$ cat config.mk
export PLATFORM = sky130hd
export DESIGN_NAME = blake_block_sched
export DESIGN_NICKNAME = d
export VERILOG_FILES = /design/src/rtl/blake_block_sched.sv
export SDC_FILE = /design/constraint.sdc
export NUM_CORES = 1
export LEC_CHECK = 0
export ABC_AREA = 0
export CAP_MARGIN = 40
export CORE_AREA = 2 2 168 170
export CTS_BUF_LIST = sky130_fd_sc_hd__clkbuf_4 sky130_fd_sc_hd__clkbuf_8
export CTS_CLUSTER_SIZE = 8
export DETAILED_ROUTE_END_ITERATION = 10
export DIE_AREA = 0 0 170 172
export PLACE_DENSITY_LB_ADDON = 0.2
export SLEW_MARGIN = 0
export SYNTH_ARGS = -nofsm -noshare
export SYNTH_HDL_FRONTEND = slang
export SYNTH_SLANG_ARGS = --single-unit
$ cat constraint.sdc
create_clock -name clk -period 4.5 [get_ports clk]
set_input_delay 0.9 -clock clk [delete_from_list [all_inputs] [get_ports clk]]
set_output_delay 0.9 -clock clk [all_outputs]
set_load 0.1 [all_outputs]
$ cat src/rtl/blake_block_sched.sv
// rtl/blake_block_sched.sv - per-message block sequencer for the BLAKE-512 compression core
//
// Accepts message blocks on a valid/ready handshake, keeps the 128-bit bit
// counter t, and steps the G-function datapath through init-v load, the
// column/diagonal round steps and chaining-value finalization.
//
// Ports:
//   clk, rstb        clock (rising edge), asynchronous active-low reset
//   abort            synchronous abandon of the current message
//   msg_valid/ready  block handshake; msg_last and msg_bits sampled on accept
//   init_hv          pulse: load IV into h (accept cycle of a message's first block)
//   load_v           pulse: load v from h, salt, constants and t_out
//   step_en, phase   G-step enable; phase 0 = column, 1 = diagonal
//   round_idx        current round; sigma_idx = round_idx mod 10
//   final_en         pulse: h <= h ^ s ^ v_lo ^ v_hi
//   t_out            counter value for the block in flight
//   busy             sequencer not idle
//   digest_valid     pulse: h holds the final digest
module blake_block_sched #(
    parameter int NUM_ROUNDS = 16,
    parameter int CNT_W      = 128,
    parameter int BITS_W     = 11
) (
    input  logic              clk,
    input  logic              rstb,
    input  logic              abort,
    input  logic              msg_valid,
    output logic              msg_ready,
    input  logic              msg_last,
    input  logic [BITS_W-1:0] msg_bits,
    output logic              init_hv,
    output logic              load_v,
    output logic              step_en,
    output logic              phase,
    output logic [3:0]        round_idx,
    output logic [3:0]        sigma_idx,
    output logic              final_en,
    output logic [CNT_W-1:0]  t_out,
    output logic              busy,
    output logic              digest_valid
);

    typedef enum logic [2:0] {
        IDLE  = 3'd0,
        LOAD  = 3'd1,
        ROUND = 3'd2,
        FINAL = 3'd3,
        DONE  = 3'd4
    } state_t;

    localparam logic [3:0] LAST_ROUND = 4'(NUM_ROUNDS - 1);

    state_t             state_q, state_d;
    logic               first_blk_q, first_blk_d;
    logic               last_q, last_d;
    logic [CNT_W-1:0]   t_acc_q, t_acc_d;
    logic [CNT_W-1:0]   t_out_q, t_out_d;
    logic [3:0]         round_q, round_d;
    logic [3:0]         sigma_q, sigma_d;
    logic               phase_q, phase_d;

    logic               accept;
    logic [CNT_W-1:0]   t_sum;

    assign msg_ready    = (state_q == IDLE) && !abort;
    assign accept       = msg_valid && msg_ready;
    assign init_hv      = accept && first_blk_q;
    assign load_v       = (state_q == LOAD);
    assign step_en      = (state_q == ROUND);
    assign final_en     = (state_q == FINAL);
    assign digest_valid = (state_q == DONE);
    assign busy         = (state_q != IDLE);
    assign phase        = phase_q;
    assign round_idx    = round_q;
    assign sigma_idx    = sigma_q;
    assign t_out        = t_out_q;

    // Modular add; overflow past 2^CNT_W is dropped on purpose.
    assign t_sum = t_acc_q + CNT_W'(msg_bits);

    always_comb begin
        state_d     = state_q;
        first_blk_d = first_blk_q;
        last_d      = last_q;
        t_acc_d     = t_acc_q;
        t_out_d     = t_out_q;
        round_d     = round_q;
        sigma_d     = sigma_q;
        phase_d     = phase_q;

        case (state_q)
            IDLE: begin
                if (accept) begin
                    t_acc_d = t_sum;
                    // A padding-only block is compressed with t=0.
                    t_out_d = (msg_bits == '0) ? '0 : t_sum;
                    last_d  = msg_last;
                    round_d = 4'd0;
                    sigma_d = 4'd0;
                    phase_d = 1'b0;
                    state_d = LOAD;
                end
            end
            LOAD: begin
                round_d = 4'd0;
                sigma_d = 4'd0;
                phase_d = 1'b0;
                state_d = ROUND;
            end
            ROUND: begin
                phase_d = ~phase_q;
                if (phase_q) begin
                    if (round_q == LAST_ROUND) begin
                        // Indices hold on the last round for downstream debug visibility.
                        state_d = FINAL;
                    end else begin
                        round_d = round_q + 4'd1;
                        sigma_d = (sigma_q == 4'd9) ? 4'd0 : sigma_q + 4'd1;
                    end
                end
            end
            FINAL: begin
                if (last_q) begin
                    state_d     = DONE;
                    first_blk_d = 1'b1;
                    t_acc_d     = '0;
                end else begin
                    state_d     = IDLE;
                    first_blk_d = 1'b0;
                end
            end
            DONE: begin
                state_d = IDLE;
            end
            default: begin
                state_d = IDLE;
            end
        endcase

        // Abort overrides everything and discards the message context.
        if (abort) begin
            state_d     = IDLE;
            first_blk_d = 1'b1;
            t_acc_d     = '0;
            round_d     = 4'd0;
            sigma_d     = 4'd0;
            phase_d     = 1'b0;
        end
    end

    always_ff @(posedge clk or negedge rstb) begin
        if (!rstb) begin
            state_q     <= IDLE;
            first_blk_q <= 1'b1;
            last_q      <= 1'b0;
            t_acc_q     <= '0;
            t_out_q     <= '0;
            round_q     <= 4'd0;
            sigma_q     <= 4'd0;
            phase_q     <= 1'b0;
        end else begin
            state_q     <= state_d;
            first_blk_q <= first_blk_d;
            last_q      <= last_d;
            t_acc_q     <= t_acc_d;
            t_out_q     <= t_out_d;
            round_q     <= round_d;
            sigma_q     <= sigma_d;
            phase_q     <= phase_d;
        end
    end

    a_msg_bits_legal: assert property (@(posedge clk) disable iff (!rstb)
        accept |-> (msg_bits <= BITS_W'(1024)));

endmodule

## After elaboration in Yosys (flattened, before gate mapping)

Cells that the tools add are included.
W data, S select, Z words.

- Output and inout bits: 144
- Input port bits: 16
- Bits in registers: 270

- Reduce and logical (&&, ||, !) cells: 15
- Add/sub/neg operators: 3
- Eq/ne operators: 11
- Bitwise operators: 1
- Muxes and demuxes: 27

Operators by type and width:

| cell | number |
|---|---|
| $mux W128 | 4 |
| $pmux W128 S2 | 1 |
| $add A128 B11 Y128 | 1 |
| $mux W4 | 8 |
| $pmux W4 S3 | 2 |
| $mux W3 | 5 |
| $pmux W3 S4 | 1 |
| $logic_not A11 Y1 | 1 |
| $ne A3 B2 Y1 const B | 3 |
| $add A4 B1 Y4 const B | 2 |
| $eq A4 B4 Y1 const B | 2 |
| $eq A3 B2 Y1 const B | 2 |
| $ne A3 B3 Y1 const B | 2 |
| $reduce_and A3 Y1 | 2 |
| $reduce_bool A3 Y1 | 2 |
| $mux W1 | 5 |
| $reduce_and A2 Y1 | 2 |
| $reduce_and A4 Y1 | 1 |
| $reduce_bool A4 Y1 | 1 |
| $eq A3 B1 Y1 const B | 1 |
| $eq A3 B3 Y1 const B | 1 |
| $logic_and A1 B1 Y1 | 3 |
| $logic_not A3 Y1 | 1 |
| $pmux W1 S3 | 1 |
| 3 further kinds | 3 |

## Depth between registers and ports, before layout

Gate-level depths: netlist of run 1.

- Depth after elaboration: 6
- Mapped depth: 11
- Depth with buffers taken out: 9

## Least setup slack after synthesis of run 1

OpenSTA, ideal clock, no wires.

- Path kind: input -> output
- Start: input port abort
- End: output port init_hv
- Arrival time: 5150 ps
- Path buffers: 1
- Data required time: 3600 ps
- Slack: -1550 ps
- Cell stages on the path: 3
- Cells stage by stage: clkbuf_1 -> nor4_1 -> and3_1

- Word-level cells in the longest chain between the ends: 4

RTL lines:

| what | RTL line | source |
|---|---|---|
| from (decl) | 26 | `input logic abort,` |
| $logic_not A1 Y1 | 65 | `assign msg_ready = (state_q == IDLE) && !abort;` |
| $logic_and A1 B1 Y1 | 65 |  |
| net msg_ready | 28 | `output logic msg_ready,` |
| $logic_and A1 B1 Y1 | 66 | `assign accept = msg_valid && msg_ready;` |
| $logic_and A1 B1 Y1 | 67 | `assign init_hv = accept && first_blk_q;` |
| to (decl) | 31 | `output logic init_hv,` |

The timed path passes the listed nets, and every way through them passes these cells.

## Final worst setup path of run 1

- Start: register t_acc_q[50]
- End: register t_out_q[119], in the netlist t_out[119]

- Word-level cells in the longest chain between the ends: 2

RTL lines:

| what | RTL line | source |
|---|---|---|
| from (decl) | 56 | `logic [CNT_W-1:0] t_acc_q, t_acc_d;` |
| from (signal assigned) | 165 | `t_acc_q <= t_acc_d;` |
| $add A128 B11 Y128 | 79 | `assign t_sum = t_acc_q + CNT_W'(msg_bits);` |
| $mux W128 | 96 | `t_out_d = (msg_bits == '0) ? '0 : t_sum;` |
| to (signal assigned) | 166 | `t_out_q <= t_out_d;` |
| to (decl) | 57 | `logic [CNT_W-1:0] t_out_q, t_out_d;` |

No other way between the ends.
A chain may end at the register's enable or synchronous reset.

==> results of run 1 <==
flip-flops by register name, summed over array words and instances (netlist names):
signal,flops
sigma_idx,4
round_idx,4
state_q,3
last_q,1
t_acc_q,128
first_blk_q,1
t_out,128
phase,1
layer usage:
metal	wire (um)	vias up	global-route usage, %
li1	-	7508	-
met1	21800	8209	51.4
met2	26400	1086	62.8
met3	5420	220	5.97
met4	2810	0	18.5
met5	0	-	0
placed cells by master (no fill, tap or decap), drive strengths merged, types with 10 or more instances in the layout:
cell type,instances
clkdlybuf4s50,156
a2111oi,36
nor2,93
o211ai,44
nand3,132
and4,16
a221o,22
or3,33
o21ai,117
o311ai,19
xor2,10
a211oi,11
and2,10
or4,51
inv,44
and3,23
o2111ai,15
nand2,199
a21oi,72
ha,14
a21o,18
nand2b,22
nand4,58
dfrtp,269
xnor2,47
buf,204
nor4,41
nor3,40
clkbuf,75
a32oi,14
a22o,15
a31oi,80
cells by family after synthesis:
logic type	share of synthesized area (%)
xor gates and xnor gates	3.08
DFF	41.7
adders and majority gates	1.20
buffers and inverters	4.96
and+or+nand+nor	24.2
AOI/OAI and AO/OA	24.6
muxes	0.247
how the worst min path moves through the flow:
stage / start / to / slack (ns) / cells past startpoint
after floorplan: t_acc_q[2]$_DFFE_PN0P_ / t_acc_q[2]$_DFFE_PN0P_ / 0.45 / 2
after global placement: t_out[26]$_DFFE_PN0P_ / t_out[26]$_DFFE_PN0P_ / 0.46 / 2
after detailed placement: t_out[60]$_DFFE_PN0P_ / t_out[60]$_DFFE_PN0P_ / 0.47 / 2
after CTS: rstb / t_out[27]$_DFFE_PN0P_ / 0.42 / 1
after global routing: rstb / t_out[27]$_DFFE_PN0P_ / 0.47 / 1
final: rstb / t_out[34]$_DFFE_PN0P_ / 0.35 / 1
stage by stage:
stage | utilization, % | power, W | hold WS, ns
after floorplan | - | 0.00343 | 0.454
after global placement | 65.9 | 0.00377 | 0.462
after detailed placement | 73.9 | 0.00397 | 0.470
after CTS | 77.5 | 0.00634 | 0.421
after global routing | 77.5 | 0.00655 | 0.471
final | 77.5 | 0.00635 | 0.351
power groups by stage:
stage | clock, W | sequential, W | combinational (W)
after floorplan | 0 | 0.00298 | 0.000450
after global placement | 0 | 0.00262 | 0.00114
after detailed placement | 0 | 0.00263 | 0.00135
after CTS | 0.00241 | 0.00258 | 0.00135
after global routing | 0.00252 | 0.00259 | 0.00143
final | 0.00240 | 0.00259 | 0.00136
layout make-up:
cell class | instances | area share (%)
clock buffers | 75 | 4.43
inverters | 41 | 0.722
multi-input cells | 1358 | 40.9
well taps | 346 | 2.03
clock inverters | 8 | 0.264
repair buffers | 360 | 20.0
flip-flops and latches | 270 | 31.7
critical path, delay by kind of cell (launching register included):
kind,cells,cell delay [ns]
AO/OA/AOI/OAI,1,0.62
flip-flops,1,0.55
AND/OR/NAND/NOR,5,2.43
==> results.md, run 1 <==
| Parameter | This run |
| --- | --- |
| Drt pass-1 iters | 10 |
| Relative slew slack | 36.4% |
| Max Clock Skew | 0.0316 ns |
| Most frequent cell after synthesis | sky130_fd_sc_hd__dfrtp_1 |
| Transition time at the pin with the least slew margin | 0.929 ns |
| Flip-flop and latch area | 6760 sq um |
| Endpoint type of the worst setup path | flip-flop |
| Worst setup path category | reg2reg |
| Total via count in the routed design | 17000 |
| Post-Layout Inst Area | 21300 sq um |
| HPWL reported at the end of detailed placement | 39100 um |
| Total wirelength of the detailed-routed design | 56400 um |
| Sequential share of the synthesized area | 41.7% |
| Number of fillers in the final layout | 1812 |
| Syn_nets | 1863 |
| EDFF count, synth | 0 |
| Portion of total power attributed to sequential cells | 40.7% |
| LEAKAGE | 8.49 nW |
| Core area | 27500 sq um |
| Synth Flop Type | sky130_fd_sc_hd__dfrtp_1 |
| Most Frequent Cell on Critical Path | sky130_fd_sc_hd__or4_1 |
| Number of antenna violations at the first check in global routing | 0 |
| TritonCTS clock tree | yes |
| Hold-fix buffers, CTS | 0 |
| Arrival @ worst endpoint | 4.17 ns |
| Hold/Removal Path Class | in2async |
| Worst setup endpoint | t_out[119]$_DFFE_PN0P_ |
| Min Clock Period, post-route | 3.67 ns |
| Worst VDD drop | 270 uV |
| Clock Root Buffer | sky130_fd_sc_hd__clkbuf_8 |
| Worst-case register-to-register setup slack | 0.83 ns |
| Initial cell density of the core | 59.0% |
| Multi-input gate area in the final layout | 8700 sq um |
| Area grow syn2layout | 31.5% |
| Combinational Power Share | 21.4% |
| Relative contribution of the clock network to total power | 37.8% |
| MaxCap Viol Count | 0 |
| Cell count after placement | 2375 |
| Total routing usage reported by global routing | 38.7% |
| Post-placement setup slack | 0.400 ns |
| Number of placement rows | 61 |
| Number of DRC markers in iteration 0 | 2205 |
| Fraction of final layout cells sized beyond drive strength 1 | 16.6% |
| Antenna Violating Nets Remaining | 0 |
| Clock-pin transition on the worst setup and hold timing paths | 0.06 ns |
| Buffer levels on the longest clock path | 3 |
| Height of the chip | 172 um |
| Number of port buffers | 159 |
| Total Neg Setup Slack | 0 ns |
| Clock H-tree levels | 2 |
| Chain of cells forming the critical path | nand3_2 -> or4_1 -> nor4_2 -> o2111ai_1 -> or4_1 -> nand3_1 |
| Wire length of the first global-routing pass | 88900 um |
| Final weighted congestion in routability-driven placement | 0.947 |
| Mapped Area | 16200 sq um |
| Top cells by count, synth | sky130_fd_sc_hd__dfrtp_1, sky130_fd_sc_hd__nand2_1, sky130_fd_sc_hd__nand3_1 |
| Mapped Avg Cell Area | 8.84 sq um |
| Crit share post-route | 81.5% |
| Cell types occupying the most area after synthesis | sky130_fd_sc_hd__dfrtp_1, sky130_fd_sc_hd__nand2_1, sky130_fd_sc_hd__nand3_1 |
| Distinct cells, synth | 80 |
| Top-level port count | 160 |
| Critical path's largest stage delay | 0.79 ns |
| Antenna Diode Count | 0 |
| Ratio of routed vias to standard cells | 6.93 |
| Fraction of registers with async set or reset after synthesis | 100% |
| Number of setup buffers added after CTS | 0 |
| Final hold vios | 0 |
| Count of cells along the worst register-to-register path | 6 |
| Power per standard cell area | 298 nW/um^2 |
| Number of pins exceeding their max-slew limit in the final report | 0 |
| Required time of the critical path | 5.01 ns |
| Via count of the first global-routing pass | 16300 |
| Worst r2r src | t_acc_q[50]$_DFFE_PN0P_ |
| Net total in the final layout | 2108 |
| Run status | finished, final reports clean |
| Avg WL per Cell | 23.0 um |
| Post-DP Area | 20300 sq um |
| Max Fanout on Critical Path | 8 |
| Horizontal extent of the die | 170 um |
| Library cell with the largest summed area after synthesis | sky130_fd_sc_hd__dfrtp_1 |
| Yosys warnings | 0 |
| Internal power contribution | 0.00427 W |
| FF+latch count, synth | 270 |
| Switching Share | 32.8% |
| CTS Buf Count | 46 |
| F_max | 273 MHz |
| Number of gates resized after cts | 0 |
| # DRC | 0 |
| Nature of the critical path startpoint | flip-flop |
| Fraction of synthesized cell area taken by the top area cell type | 41.5% |
| Instance count of the mapped netlist | 1832 |
| Later-pin clock latency in the skew report | 0.59 ns |
| Setup violators final | 0 |
| Capturing point of the worst reg2reg path | t_out[119]$_DFFE_PN0P_ |
| # clock sinks | 270 |
| GRT Residual Overflow | 0 |
| Pin count of the biggest net entering global routing | 109 |
| Worst Slack Setup Final | 0.834 ns |
| Non-Filler Instances | 2458 |
| Die area | 29200 sq um |
| Source of the critical timing path | t_acc_q[50]$_DFFE_PN0P_ |
| Slowest stage cell on the critical path | sky130_fd_sc_hd__or4_1 |
| Sw Pwr | 0.00208 W |
| RSZ-0062 raised after global routing | no |
Note: power is estimated with default switching activity, not from simulation.
==> run 2, diff against run 1 <==
CORE_AREA = 2 2 177 179   (was 2 2 168 170)
DIE_AREA = 0 0 179 181   (was 0 0 170 172)
clock period = 3.04 ns   (was 4.5 ns; I/O delays follow)
==> run 2 against run 1 <==
Net effect: clock power up 55%; via count decreased by 0.69%; sequential power rose by 48%; wire length grew 0.31%; cell count grew 4.1%; global-route usage fell by 4.0 points; critical path depth up 4; combinational power increased by 40%; worst hold slack improved by 0.13 ns; first-iteration DRC count down 14%; critical endpoint is now t_out[81]$_DFFE_PN0P_.
==> results.md, run 2 (synthesis results as in run 1) <==
| Parameter | This run | Delta |
| --- | --- | --- |
| Arrival @ worst endpoint | 3.40 ns | -0.77 ns |
| Nature of the critical path startpoint | input port |  |
| MaxCap Viol Count | 0 | unchanged |
| Die area | 32400 sq um | +11% |
| Run status | finished, final reports clean |  |
| Fraction of final layout cells sized beyond drive strength 1 | 25.6% | +9.0 points |
| Total via count in the routed design | 16900 | -0.69% |
| Source of the critical timing path | msg_bits[8] |  |
| Worst VDD drop | 406 uV | +50% |
| Number of port buffers | 159 | unchanged |
| Drt pass-1 iters | 6 | -4 |
| Antenna Violating Nets Remaining | 0 | unchanged |
| Final hold vios | 0 | unchanged |
| Total Neg Setup Slack | 0 ns | unchanged |
| Commonest cells after routing, fill and taps aside | sky130_fd_sc_hd__buf_4, sky130_fd_sc_hd__dfrtp_1, sky130_fd_sc_hd__nand2_1, sky130_fd_sc_hd__nand3_1, sky130_fd_sc_hd__o21ai_0 |  |
| Number of placement rows | 64 | +4.9% |
| Net total in the final layout | 2157 | +2.3% |
| Pin count of the biggest net entering global routing | 107 | -1.8% |
| Top-level port count | 160 | unchanged |
| Count of cells along the worst register-to-register path | 8 | +2 |
| Later-pin clock latency in the skew report | 0.58 ns | about the same |
| Area grow syn2layout | 27.6% |  |
| Clock Root Buffer | sky130_fd_sc_hd__clkbuf_8 |  |
| Total wirelength of the detailed-routed design | 56600 um | +0.31% |
| Max Fanout on Critical Path | 31 | +23 |
| Transition time at the pin with the least slew margin | 0.638 ns | -0.292 ns |
| Number of setup buffers added after CTS | 0 | unchanged |
| Horizontal extent of the die | 179 um | +5.3% |
| Setup violators final | 0 | unchanged |
| Antenna Diode Count | 0 | unchanged |
| Capturing point of the worst reg2reg path | t_out[119]$_DFFE_PN0P_ |  |
| Power per standard cell area | 458 nW/um^2 | +54% |
| CTS Buf Count | 47 | +2.2% |
| Clock H-tree levels | 2 | unchanged |
| Height of the chip | 181 um | +5.2% |
| Initial cell density of the core | 53.4% | -5.6 points |
| Leading cell type in the layout, fill and taps excluded | sky130_fd_sc_hd__buf_4 |  |
| Hold/Removal Path Class | reg2reg |  |
| Max Clock Skew | 0.0219 ns | -0.00973 ns |
| HPWL reported at the end of detailed placement | 40100 um | +2.5% |
| Total routing usage reported by global routing | 34.7% | -4.0 points |
| Worst setup endpoint | t_out[81]$_DFFE_PN0P_ |  |
| Worst setup path category | in2reg |  |
| GRT Residual Overflow | 0 | unchanged |
| Number of antenna violations at the first check in global routing | 0 | unchanged |
| Post-Layout Inst Area | 20700 sq um | -3.0% |
| Required time of the critical path | 3.50 ns | -1.51 ns |
| Post-DP Area | 19500 sq um | -3.9% |
| Clock-pin transition on the worst setup and hold timing paths | 0.06 ns | about the same |
| Number of pins exceeding their max-slew limit in the final report | 0 | unchanged |
| Min Clock Period, post-route | 2.95 ns |  |
| F_max | 339 MHz |  |
| Via count of the first global-routing pass | 16200 | -0.78% |
| Avg WL per Cell | 22.1 um | -3.6% |
| Buffer levels on the longest clock path | 3 | unchanged |
| Overall power | 0.00947 W | +49% |
| Worst-case register-to-register setup slack | 0.14 ns | -0.69 ns |
| Relative slew slack | 57.5% | +21 points |
| # clock sinks | 270 | unchanged |
| RSZ-0062 raised after global routing | yes |  |
| TritonCTS clock tree | yes |  |
| Final weighted congestion in routability-driven placement | 0.988 | +4.3% |
| Ratio of routed vias to standard cells | 6.61 | -4.6% |
| Number of DRC markers in iteration 0 | 1887 | -14% |
| Wire length of the first global-routing pass | 88900 um | about the same |
| Worst r2r src | t_acc_q[45]$_DFFE_PN0P_ |  |
| LEAKAGE | 8.84 nW | +4.1% |
| Crit share post-route | 96.9% |  |
| Endpoint type of the worst setup path | flip-flop |  |
| Core area | 30300 sq um | +10% |
| # DRC | 0 | unchanged |
run 2: worst max-delay path, stage by stage:
cell and delay (ns):
sky130_fd_sc_hd__clkdlybuf4s50_1 0.44, sky130_fd_sc_hd__ha_1 0.40, sky130_fd_sc_hd__and3_1 0.23, sky130_fd_sc_hd__and3_1 0.23, sky130_fd_sc_hd__o211ai_1 0.16, sky130_fd_sc_hd__buf_12 0.20
sky130_fd_sc_hd__a2111oi_1 0.57, sky130_fd_sc_hd__buf_4 0.22, sky130_fd_sc_hd__nor2_1 0.05, sky130_fd_sc_hd__a221o_1 0.26
run 2: metal layers:
metal	global-route usage (%)	routed length (um)	up-vias
li1	-	-	7619
met4	16.5	2810	0
met2	54.4	25900	940
met1	46.7	22800	8153
met3	6.04	5080	194
met5	0	0	-
run 2: layout make-up:
| class | count | area [sq um] |
|---|---|---|
| clock buffer | 79 | 1010 |
| fill | 2466 | 9680 |
| tap | 396 | 495 |
| inverter | 41 | 154 |
| sequential | 270 | 6760 |
| multi-input combinational | 1358 | 8810 |
| timing repair buffer | 408 | 3380 |
| clock inverter | 6 | 55.1 |
run 2: report_power, final:
group          internal, W  leakage [nW]  switching (W)  total, W
registers          0.00371          3.74       0.000117   0.00383
logic             0.000542          4.53        0.00137   0.00191
clock network      0.00216         0.568        0.00157   0.00373
run 2: timing repair:
action | CTS | global route
cloned | 0 | 0
hold endpoints to repair | 43 | 0
pin swaps | 0 | 1
setup endpoints to repair | 2 | 43
gates resized for setup | 1 | 13
hold buffers | 1 | 0
run 2: how the worst min path moves through the flow:
stage | slack [ns] | cells after the start | start | to
5_1_grt | 0.50 | 2 | t_out[40]$_DFFE_PN0P_ | t_out[40]$_DFFE_PN0P_
2_1_floorplan | 0.31 | 0 | rstb | last_q$_DFFE_PN0P_
3_3_place_gp | 0.46 | 2 | t_out[45]$_DFFE_PN0P_ | t_out[45]$_DFFE_PN0P_
3_5_place_dp | 0.47 | 2 | t_out[20]$_DFFE_PN0P_ | t_out[20]$_DFFE_PN0P_
4_1_cts | 0.48 | 2 | t_out[20]$_DFFE_PN0P_ | t_out[20]$_DFFE_PN0P_
6_report | 0.48 | 2 | t_out[55]$_DFFE_PN0P_ | t_out[55]$_DFFE_PN0P_
run 2: metrics by stage:
stage	worst slack [ns]	cells	hold WS (ns)	utilization, %
floorplan	-0.346	1832	0.312	-
global placement	-0.777	2472	0.464	64.3
detailed placement	-0.672	2472	0.472	64.3
CTS	0.0338	2558	0.485	67.8
global route	-0.0108	2558	0.501	68.1
finish	0.0937	2558	0.480	68.1
